## config.mk

```make
export PLATFORM = sky130hd
export DESIGN_NAME = axis_waddr_arbiter
export DESIGN_NICKNAME = d
export VERILOG_FILES = /design/src/rtl/axis_waddr_arbiter.sv
export SDC_FILE = /design/constraint.sdc
export NUM_CORES = 1
export LEC_CHECK = 0
export ABC_AREA = 1
export BUFFER_PORTS_ARGS = -buffer_cell sky130_fd_sc_hd__buf_2
export CAP_MARGIN = 0
export CORE_AREA = 2 2 591 593
export CTS_CLUSTER_SIZE = 24
export DETAILED_ROUTE_END_ITERATION = 8
export DIE_AREA = 0 0 593 595
export PLACE_DENSITY = 0.3
export SLEW_MARGIN = 20
export SYNTH_ARGS = -nofsm -noshare
export SYNTH_HDL_FRONTEND = slang
export SYNTH_SLANG_ARGS = --single-unit
```

## constraint.sdc

```tcl
create_clock -name clk -period 3.6 [get_ports clk]
set_input_delay 1.08 -clock clk [delete_from_list [all_inputs] [get_ports clk]]
set_output_delay 1.08 -clock clk [all_outputs]
set_load 0.01 [all_outputs]
```

## src/rtl/axis_waddr_arbiter.sv

```systemverilog
// axis_waddr_arbiter: round-robin sharing of one AXI write address/data channel between NB_PORTS writers;
// an order FIFO of granted bursts steers write beats from the owning port in address issue order.
module axis_waddr_arbiter #(
   parameter int NB_PORTS       = 4,
   parameter int AXI_LEN_WIDTH  = 8,
   parameter int AXI_ADDR_WIDTH = 32,
   parameter int AXI_DATA_WIDTH = 256,
   parameter int ORDER_LOG2     = 3
) (
   input  logic                                 clk,
   input  logic                                 rst_n,
   input  logic [NB_PORTS*AXI_ADDR_WIDTH-1:0]   req_aaddr,
   input  logic [NB_PORTS*AXI_LEN_WIDTH-1:0]    req_alen,
   input  logic [NB_PORTS-1:0]                  req_avalid,
   output logic [NB_PORTS-1:0]                  req_aready,
   input  logic [NB_PORTS*AXI_DATA_WIDTH-1:0]   req_wdata,
   input  logic [NB_PORTS-1:0]                  req_wvalid,
   output logic [NB_PORTS-1:0]                  req_wready,
   output logic [AXI_ADDR_WIDTH-1:0]            axi_aaddr,
   output logic [AXI_LEN_WIDTH-1:0]             axi_alen,
   output logic                                 axi_avalid,
   input  logic                                 axi_aready,
   output logic [AXI_DATA_WIDTH-1:0]            axi_wdata,
   output logic                                 axi_wlast,
   output logic                                 axi_wvalid,
   input  logic                                 axi_wready
);
   localparam int PW    = $clog2(NB_PORTS);
   localparam int DEPTH = 1 << ORDER_LOG2;
   localparam int CW    = ORDER_LOG2 + 1;

   typedef enum logic [1:0] {S_IDLE = 2'b01, S_ISSUE = 2'b10} state_t;

   state_t                       r_state;
   logic [PW-1:0]                r_last;
   logic [AXI_ADDR_WIDTH-1:0]    r_aaddr;
   logic [AXI_LEN_WIDTH-1:0]     r_alen;
   logic                         r_avalid;
   logic [PW+AXI_LEN_WIDTH-1:0]  r_mem [DEPTH];
   logic [ORDER_LOG2-1:0]        r_wp;
   logic [ORDER_LOG2-1:0]        r_rp;
   logic [CW-1:0]                r_count;
   logic [AXI_LEN_WIDTH-1:0]     r_beat;

   logic                         w_req_any;
   logic [PW-1:0]                w_idx;
   logic [PW-1:0]                w_win;
   logic                         w_grant;
   logic [AXI_ADDR_WIDTH-1:0]    w_gaddr;
   logic [AXI_LEN_WIDTH-1:0]     w_glen;
   logic                         w_push;
   logic                         w_pop;
   logic                         w_ne;
   logic [PW-1:0]                w_hport;
   logic [AXI_LEN_WIDTH-1:0]     w_hlen;

   // descending scan so the port nearest last_winner+1 is the final (winning) assignment
   always_comb begin
      w_req_any = 1'b0;
      w_win     = '0;
      w_idx     = '0;
      for (int k = NB_PORTS; k >= 1; k--) begin
         w_idx = PW'((int'(r_last) + k) % NB_PORTS);
         if (req_avalid[w_idx]) begin
            w_req_any = 1'b1;
            w_win     = w_idx;
         end
      end
   end

   always_comb begin
      w_gaddr = '0;
      w_glen  = '0;
      for (int p = 0; p < NB_PORTS; p++)
         if (w_win == PW'(p)) begin
            w_gaddr = req_aaddr[p*AXI_ADDR_WIDTH +: AXI_ADDR_WIDTH];
            w_glen  = req_alen[p*AXI_LEN_WIDTH +: AXI_LEN_WIDTH];
         end
   end

   assign w_grant    = rst_n && (r_state == S_IDLE) && (r_count < CW'(DEPTH)) && w_req_any;
   assign req_aready = w_grant ? (NB_PORTS'(1'b1) << w_win) : '0;
   assign w_push     = (r_state == S_ISSUE) && axi_aready;
   assign w_ne       = (r_count != '0);
   assign {w_hport, w_hlen} = r_mem[r_rp];
   assign axi_wlast  = w_ne && (r_beat == w_hlen);
   assign w_pop      = axi_wvalid && axi_wready && axi_wlast;
   assign axi_aaddr  = r_aaddr;
   assign axi_alen   = r_alen;
   assign axi_avalid = r_avalid;

   always_comb begin
      axi_wdata  = '0;
      axi_wvalid = 1'b0;
      req_wready = '0;
      for (int p = 0; p < NB_PORTS; p++)
         if (w_ne && (w_hport == PW'(p))) begin
            axi_wdata     = req_wdata[p*AXI_DATA_WIDTH +: AXI_DATA_WIDTH];
            axi_wvalid    = req_wvalid[p];
            req_wready[p] = axi_wready;
         end
   end

   always_ff @(posedge clk or negedge rst_n) begin
      if (!rst_n) begin
         r_state  <= S_IDLE;
         r_last   <= PW'(NB_PORTS - 1);
         r_aaddr  <= '0;
         r_alen   <= '0;
         r_avalid <= 1'b0;
      end else begin
         case (r_state)
            S_IDLE:
               if (w_grant) begin
                  r_state  <= S_ISSUE;
                  r_last   <= w_win;
                  r_aaddr  <= w_gaddr;
                  r_alen   <= w_glen;
                  r_avalid <= 1'b1;
               end
            S_ISSUE:
               if (axi_aready) begin
                  r_state  <= S_IDLE;
                  r_avalid <= 1'b0;
               end
            default: begin
               r_state  <= S_IDLE;
               r_avalid <= 1'b0;
            end
         endcase
      end
   end

   always_ff @(posedge clk or negedge rst_n) begin
      if (!rst_n) begin
         r_wp    <= '0;
         r_rp    <= '0;
         r_count <= '0;
         r_beat  <= '0;
      end else begin
         if (w_push) r_wp <= r_wp + ORDER_LOG2'(1);
         if (w_pop) r_rp <= r_rp + ORDER_LOG2'(1);
         r_count <= r_count + CW'(w_push) - CW'(w_pop);
         if (axi_wvalid && axi_wready) r_beat <= axi_wlast ? '0 : r_beat + AXI_LEN_WIDTH'(1);
      end
   end

   always_ff @(posedge clk)
      if (w_push) r_mem[r_wp] <= {r_last, r_alen};

endmodule

```

; Word level (Yosys, flattened, before mapping)
; Memory sizes are Yosys's and may differ from the RTL's.
; Index checks and enable logic that the tools add are counted.
[totals]
reg_bits = 63
mem_bits_rw = 80
word_cells = 98
in_bits = 1196
n_memories = 1
[memory_table]
columns = memory, depth, word_bits, rd, rd_clocked_by_memory_dff, write_ports, line_no
row1 = r_mem, 8, 10, 1, 0, 1, 39  ; logic [PW+AXI_LEN_WIDTH-1:0] r_mem [DEPTH];
[op_classes]
muxes = 46
n_lt_le_gt_ge = 5
n_reduce_logical = 16
eq_ne = 11
n_addsub = 9
n_shift = 1
[op_table]
columns = cell, n
row1 = $mux W256, 4
row2 = $mux W32, 4
row3 = $mux W8, 5
row4 = $mux W1, 20
row5 = $lt A2 B3 Y1 const B, 4
row6 = $mux W2, 6
row7 = $logic_and A1 B1 Y1, 11
row8 = $eq A2 B2 Y1 const B, 5
row9 = $add A8 B1 Y8 const B, 1
row10 = $bmux W1 S2, 4
row11 = $eq A8 B8 Y1, 1
row12 = $add A3 B1 Y3 const B, 2
row13 = $eq A2 B1 Y1 const B, 3
row14 = $add A2 B1 Y2 const B, 2
row15 = $add A2 B2 Y2 const B, 2
row16 = $add A4 B1 Y4, 1
row17 = $logic_not A2 Y1, 2
row18 = $lt A4 B4 Y1 const B, 1
row19 = $mux W4, 1
row20 = $ne A2 B2 Y1 const B, 2
row21 = $pmux W2 S2, 1
row22 = $reduce_and A2 Y1, 2
row23 = $reduce_bool A4 Y1, 1
row24 = $shl A1 B2 Y4 const A, 1
row25 = 2 further kinds, 2

; Depth between registers and ports, before layout
[depth]
ltp_word = 12
depth_mapped = 21
depth_no_buf = 20

; Worst setup path after synthesis
; Ideal clock, no wire load.
[synth_path]
path_kind = input port to output port
startpoint = input port req_avalid[0]
endpoint = output port req_aready[0]
path_slack_ns = 0.191
cell_stages = 12
n_path_buf = 2
arrival_ns = 2.329
required_time_ns = 2.520
path_cell_list = inv_1 o21ai_1 nand2_1 nand2_1 inv_1 nand2_2 nand2_1 nand2_2 nand2_8 buf_8 buf_4 nor3_1
[synth_via]
elab_chain_len = 8
word_cells_on_any_way = 19
classes_between = shift (1) / mux (17) / reduce/logical (1)
[synth_lines]
columns = item, line_no
row1 = start: declaration, 14  ; input logic [NB_PORTS-1:0] req_avalid,
row2 = $bmux W1 S2, 64  ; if (req_avalid[w_idx]) begin
row3 = $mux W1 (not written as such), 64
row4 = $mux W2 or $mux W1 (tied branches) (4 in series), 64
row5 = $shl A1 B2 Y4 or $logic_and A1 B1 Y1 (tied branches), "82, 81"
row6 = $mux W4 (*), 82  ; assign req_aready = w_grant ? (NB_PORTS'(1'b1) << w_win) : '0;
row7 = end: declaration, 15  ; output logic [NB_PORTS-1:0] req_aready,
; Every way passes the cells marked *; elsewhere a longest branch is shown, timed or not. The select of a mux whose other input is x is not followed.

; Worst setup path after layout
[layout_path]
startpoint = register r_rp[0]
endpoint = output port axi_wdata[97]
[layout_via]
elab_chain_len = 7
word_cells_on_any_way = 13
classes_between = eq/ne (3) / mux (4) / reduce/logical (5) / memory (1)
[layout_lines]
columns = item, line_no
row1 = start: declaration, 41  ; logic [ORDER_LOG2-1:0] r_rp;
row2 = start signal: assignment, 142  ; if (w_pop) r_rp <= r_rp + ORDER_LOG2'(1);
row3 = $mem_v2 Z8 W10 (*), --
row4 = $logic_not A2 Y1, 97  ; if (w_ne && (w_hport == PW'(p))) begin
row5 = $logic_and A1 B1 Y1, 97
row6 = $mux W256 (3 in series), 97
row7 = $mux W256 (*), 97
row8 = end: declaration, 23  ; output logic [AXI_DATA_WIDTH-1:0] axi_wdata,
; Every way passes the cells marked *; elsewhere a longest branch is shown, timed or not.

==> impl.org <==
** Die
- Core region area :: 347000 µm²
- The initial utilization of the core area, before any placement, comes to 4.50%.
- The floorplan step set the die height to 595 µm.
- Total die area :: 353000 µm²
- Total number of placement rows :: 217
- In this run the horizontal extent of the chip is 593 µm.
- I/O pin cnt :: 1503

** Status
- The run finished, with violations left.
- Failing checks :: negative setup slack

** GRT
- Global routing finished with a remaining overflow of 0.
- The number of antenna violations at the first check in global routing was 262.
- Total GRT Usage :: 15.3%
- Largest net degree at the start of global routing :: 88
- Number of global-route vias before repair :: 27439
- Global-route wire length before repair :: 340000 µm

** Routing
- Count of nets left with antenna violations after detail routing :: 0
- Final wirelength :: 289000 µm
- Violation count after the first detailed-routing iteration :: 2160
- Average routed wire per standard cell :: 32.7 µm
- In the routed layout, each cell is associated on average with a via count of 3.18.
- DRC violation count after routing :: 0
- The detailed router placed 28110 vias in this run.
- The pre-antenna-repair detailed-routing pass consisted of 6 iterations.

** Worst hold path
- Along the worst hold path, the cell count comes to 1.
- The min-delay analysis places its worst path in the category register to register.
- In this run the most critical hold path is launched from r_count[0].
- The path with the worst hold slack has its endpoint at r_count[0].

** Timing
- RSZ-0062 raised after global routing :: true
- Headroom to the max-slew limit :: 45.1%
- Slew at the pin closest to its max-slew limit :: 821 ps
- For the finished layout, the period the worst path requires is 4180 ps.
- Final hold violation count :: 0
- Portion of the clock cycle consumed by the worst path in the final layout :: 116%
- Total of endpoints with negative setup slack in the final report :: 261
- Once routing completed, OpenROAD measured the worst setup slack at -582 ps.
- Maximum achievable frequency :: 0.239 GHz
- Between clock sinks in the finished design, the worst skew comes to 21.4 ps.
- Number of max-slew violations in the final report :: 0

** Setup path
- The setup path with the least slack is of type register to primary output.
- Critical path arrival :: 3100 ps
- Required arrival time at the worst endpoint :: 2520 ps
- Endpoint of the worst register-to-register path :: r_count[1]
- R2R cell count :: 23
- The worst setup path is captured at a primary output.
- The setup check on the worst reg-to-reg path leaves a slack of 20 ps.
- FF-to-FF Start :: r_rp[0]
- Of all nets on the critical path, the largest fanout is 12.
- Crit start category :: register

** Synthesis
- Synthesis handed over a netlist of 2460 instances.
- Total number of yosys warnings :: 0
- The number of nets in the synthesized netlist is 3665.
- Counting flops and latches in the post-synthesis netlist gives 142.
- Summing the sequential cell areas from Yosys gives 25.3% of the chip area.
- Cell variety after synth :: 39
- Summing every instance area after synthesis gives 15600 µm².
- A synthesized cell averages 6.35 µm².

** Cells and area
- The library cell used most frequently in the layout, excluding fill and tap cells, is sky130_fd_sc_hd__buf_2.
- For this run, the number of standard cells in the final layout without fillers is 8847.
- Area Overhead vs Synth :: 130%
- Of the cells placed in the final design, the portion with a size suffix greater than 1 is 52.4%.
- The library cells used most frequently in the layout, excluding fill and tap cells, are 1417 x sky130_fd_sc_hd__buf_2, 381 x sky130_fd_sc_hd__nand2_1, 307 x sky130_fd_sc_hd__inv_1.
- Post-layout nets :: 5344

** Power
- VDD IR-drop max :: 0.000516 V
- LEAKAGE :: 15.9 nW
- Power spread over the standard cell area amounts to 553 nW/µm².

** Placement
- At the end of routability-driven placement, the weighted congestion stood at 0.940.
- OpenSTA, run right after detailed placement, puts the worst setup slack at -583 ps.
- HPWL after detailed placement :: 249000 µm
- Number of placed instances with taps included :: 8632
- Buffers placed on the I/O ports in this run total 1502.

** Clock tree
- Insertion delay to the later sink of the worst-skew pair :: 480 ps
- Maximum count of clock buffers along a single path :: 2
- The root buffer cell chosen for the clock tree is sky130_fd_sc_hd__clkbuf_16.
- Counting the buffers created by CTS gives 17.
- CTS tree :: done
- For this design, the CTS-stage hold fixing added 0 buffers.
- Clock Pin Slew Worst Setup and Hold Paths :: 70 ps
- The clock tree synthesis step divided the H-tree into 4 levels.
- Sink count of the clock tree :: 142

** Job
- Max-cap violations in this run came to 0.
## where the power goes
| part | leakage [nW] | total [mW] | internal, mW | switching, mW |
|---|---|---|---|---|
| clock network | 0.277 | 1.74 | 0.904 | 0.835 |
| registers | 1.44 | 2.54 | 2.20 | 0.337 |
| logic | 14.2 | 15.6 | 5.70 | 9.95 |
## state kept, by name, indices dropped and copies added, names as in the netlist
register   cells
r_rp           3
r_mem         80
r_beat         8
axi_alen       8
r_state        2
r_last         2
r_count        4
r_wp           3
axi_aaddr     32
## through the flow
stage | util [%] | TNS [ps] | area (µm²) | hold WS, ps | total power [mW]
after CTS | 9.79 | -133280 | 34000 | 521 | 19.6
final | 10.4 | -102540 | 36000 | 514 | 19.9
after global routing | 10.3 | -144080 | 35900 | 541 | 21.2
after floorplan | - | 0 | 15600 | 470 | 8.76
after detailed placement | 9.05 | -35430 | 31400 | 501 | 16.8
after global placement | 9.05 | -45880 | 31400 | 489 | 16.7
## cell families after synthesis
kind of cell	Yosys count	share of synthesized area [%]
and+or+nand+nor	1179	35.9
buffers and inverters	574	16.6
AOI/OAI and AO/OA	546	20.8
DFF	142	25.3
xor gates and xnor gates	10	0.608
adders and majority gates	9	0.768
## Yosys cell counts, drive strengths merged
cell	n	share of area, %
a21oi	116	3.7
a31oi	148	5.9
and2	1	0.040
buf	148	6.3
clkbuf	108	2.6
dfrtp	59	9.4
dfstp	3	0.50
edfxtp	80	15
fa	1	0.13
ha	8	0.64
inv	318	7.7
nand2	417	10
nand3	276	8.9
nand4	301	12
nor2	177	4.5
nor3	4	0.13
o211ai	2	0.096
o21ai	24	0.79
o22ai	256	10
or2	3	0.12
xnor2	3	0.22
xor2	7	0.39
## worst max path at each step
stage,start,slack [ps],end
floorplan,req_avalid[0],190,req_aready[0]
global placement,r_rp[0],-620,axi_wdata[33]
detailed placement,r_rp[0],-580,axi_wdata[33]
CTS,r_rp[0],-600,axi_wdata[2]
global route,r_rp[0],-690,axi_wdata[29]
finish,r_rp[0],-580,axi_wdata[97]
## per-layer routing
| metal | global-route usage (%) | share of wire [%] | wire (µm) |
|---|---|---|---|
| met1 | 16.7 | 37 | 108000 |
| met5 | 0 | 0.20 | 579 |
| met2 | 27.5 | 49 | 143000 |
| met4 | 6.01 | 5.1 | 14700 |
| met3 | 4.49 | 7.8 | 22600 |
## timing repair
action	in CTS	in global routing
endpoints found under the setup margin	269	269
gates resized for setup	217	231
pin swaps	10	32
cloned	22	22
buffers inserted	25	24
## worst max-delay path, cell delays in order, from the launching register on
cell and delay, ps:
sky130_fd_sc_hd__dfrtp_2 480, sky130_fd_sc_hd__buf_6 140, sky130_fd_sc_hd__nand2_1 50, sky130_fd_sc_hd__nand3_1 90, sky130_fd_sc_hd__nand3_2 100, sky130_fd_sc_hd__nand2_4 110, sky130_fd_sc_hd__nor2_4 50, sky130_fd_sc_hd__buf_12 130
sky130_fd_sc_hd__inv_8 40, sky130_fd_sc_hd__nor2_4 40, sky130_fd_sc_hd__inv_8 170, sky130_fd_sc_hd__buf_12 190, sky130_fd_sc_hd__buf_12 150, sky130_fd_sc_hd__o22ai_1 70, sky130_fd_sc_hd__buf_4 170, sky130_fd_sc_hd__a31oi_2 350
sky130_fd_sc_hd__buf_2 220
## final cells by class
class | count | area, µm²
flip-flops and latches | 142 | 3960
clock inverters | 15 | 125
repair buffers | 1915 | 13700
repair inverters | 1 | 7.51
well taps | 4599 | 5750
diodes | 96 | 240
inverters | 318 | 1240
clock buffers | 17 | 425
fillers | 40901 | 311000
multi-input cells | 1744 | 10600
Note: power is estimated with default switching activity, not from simulation.
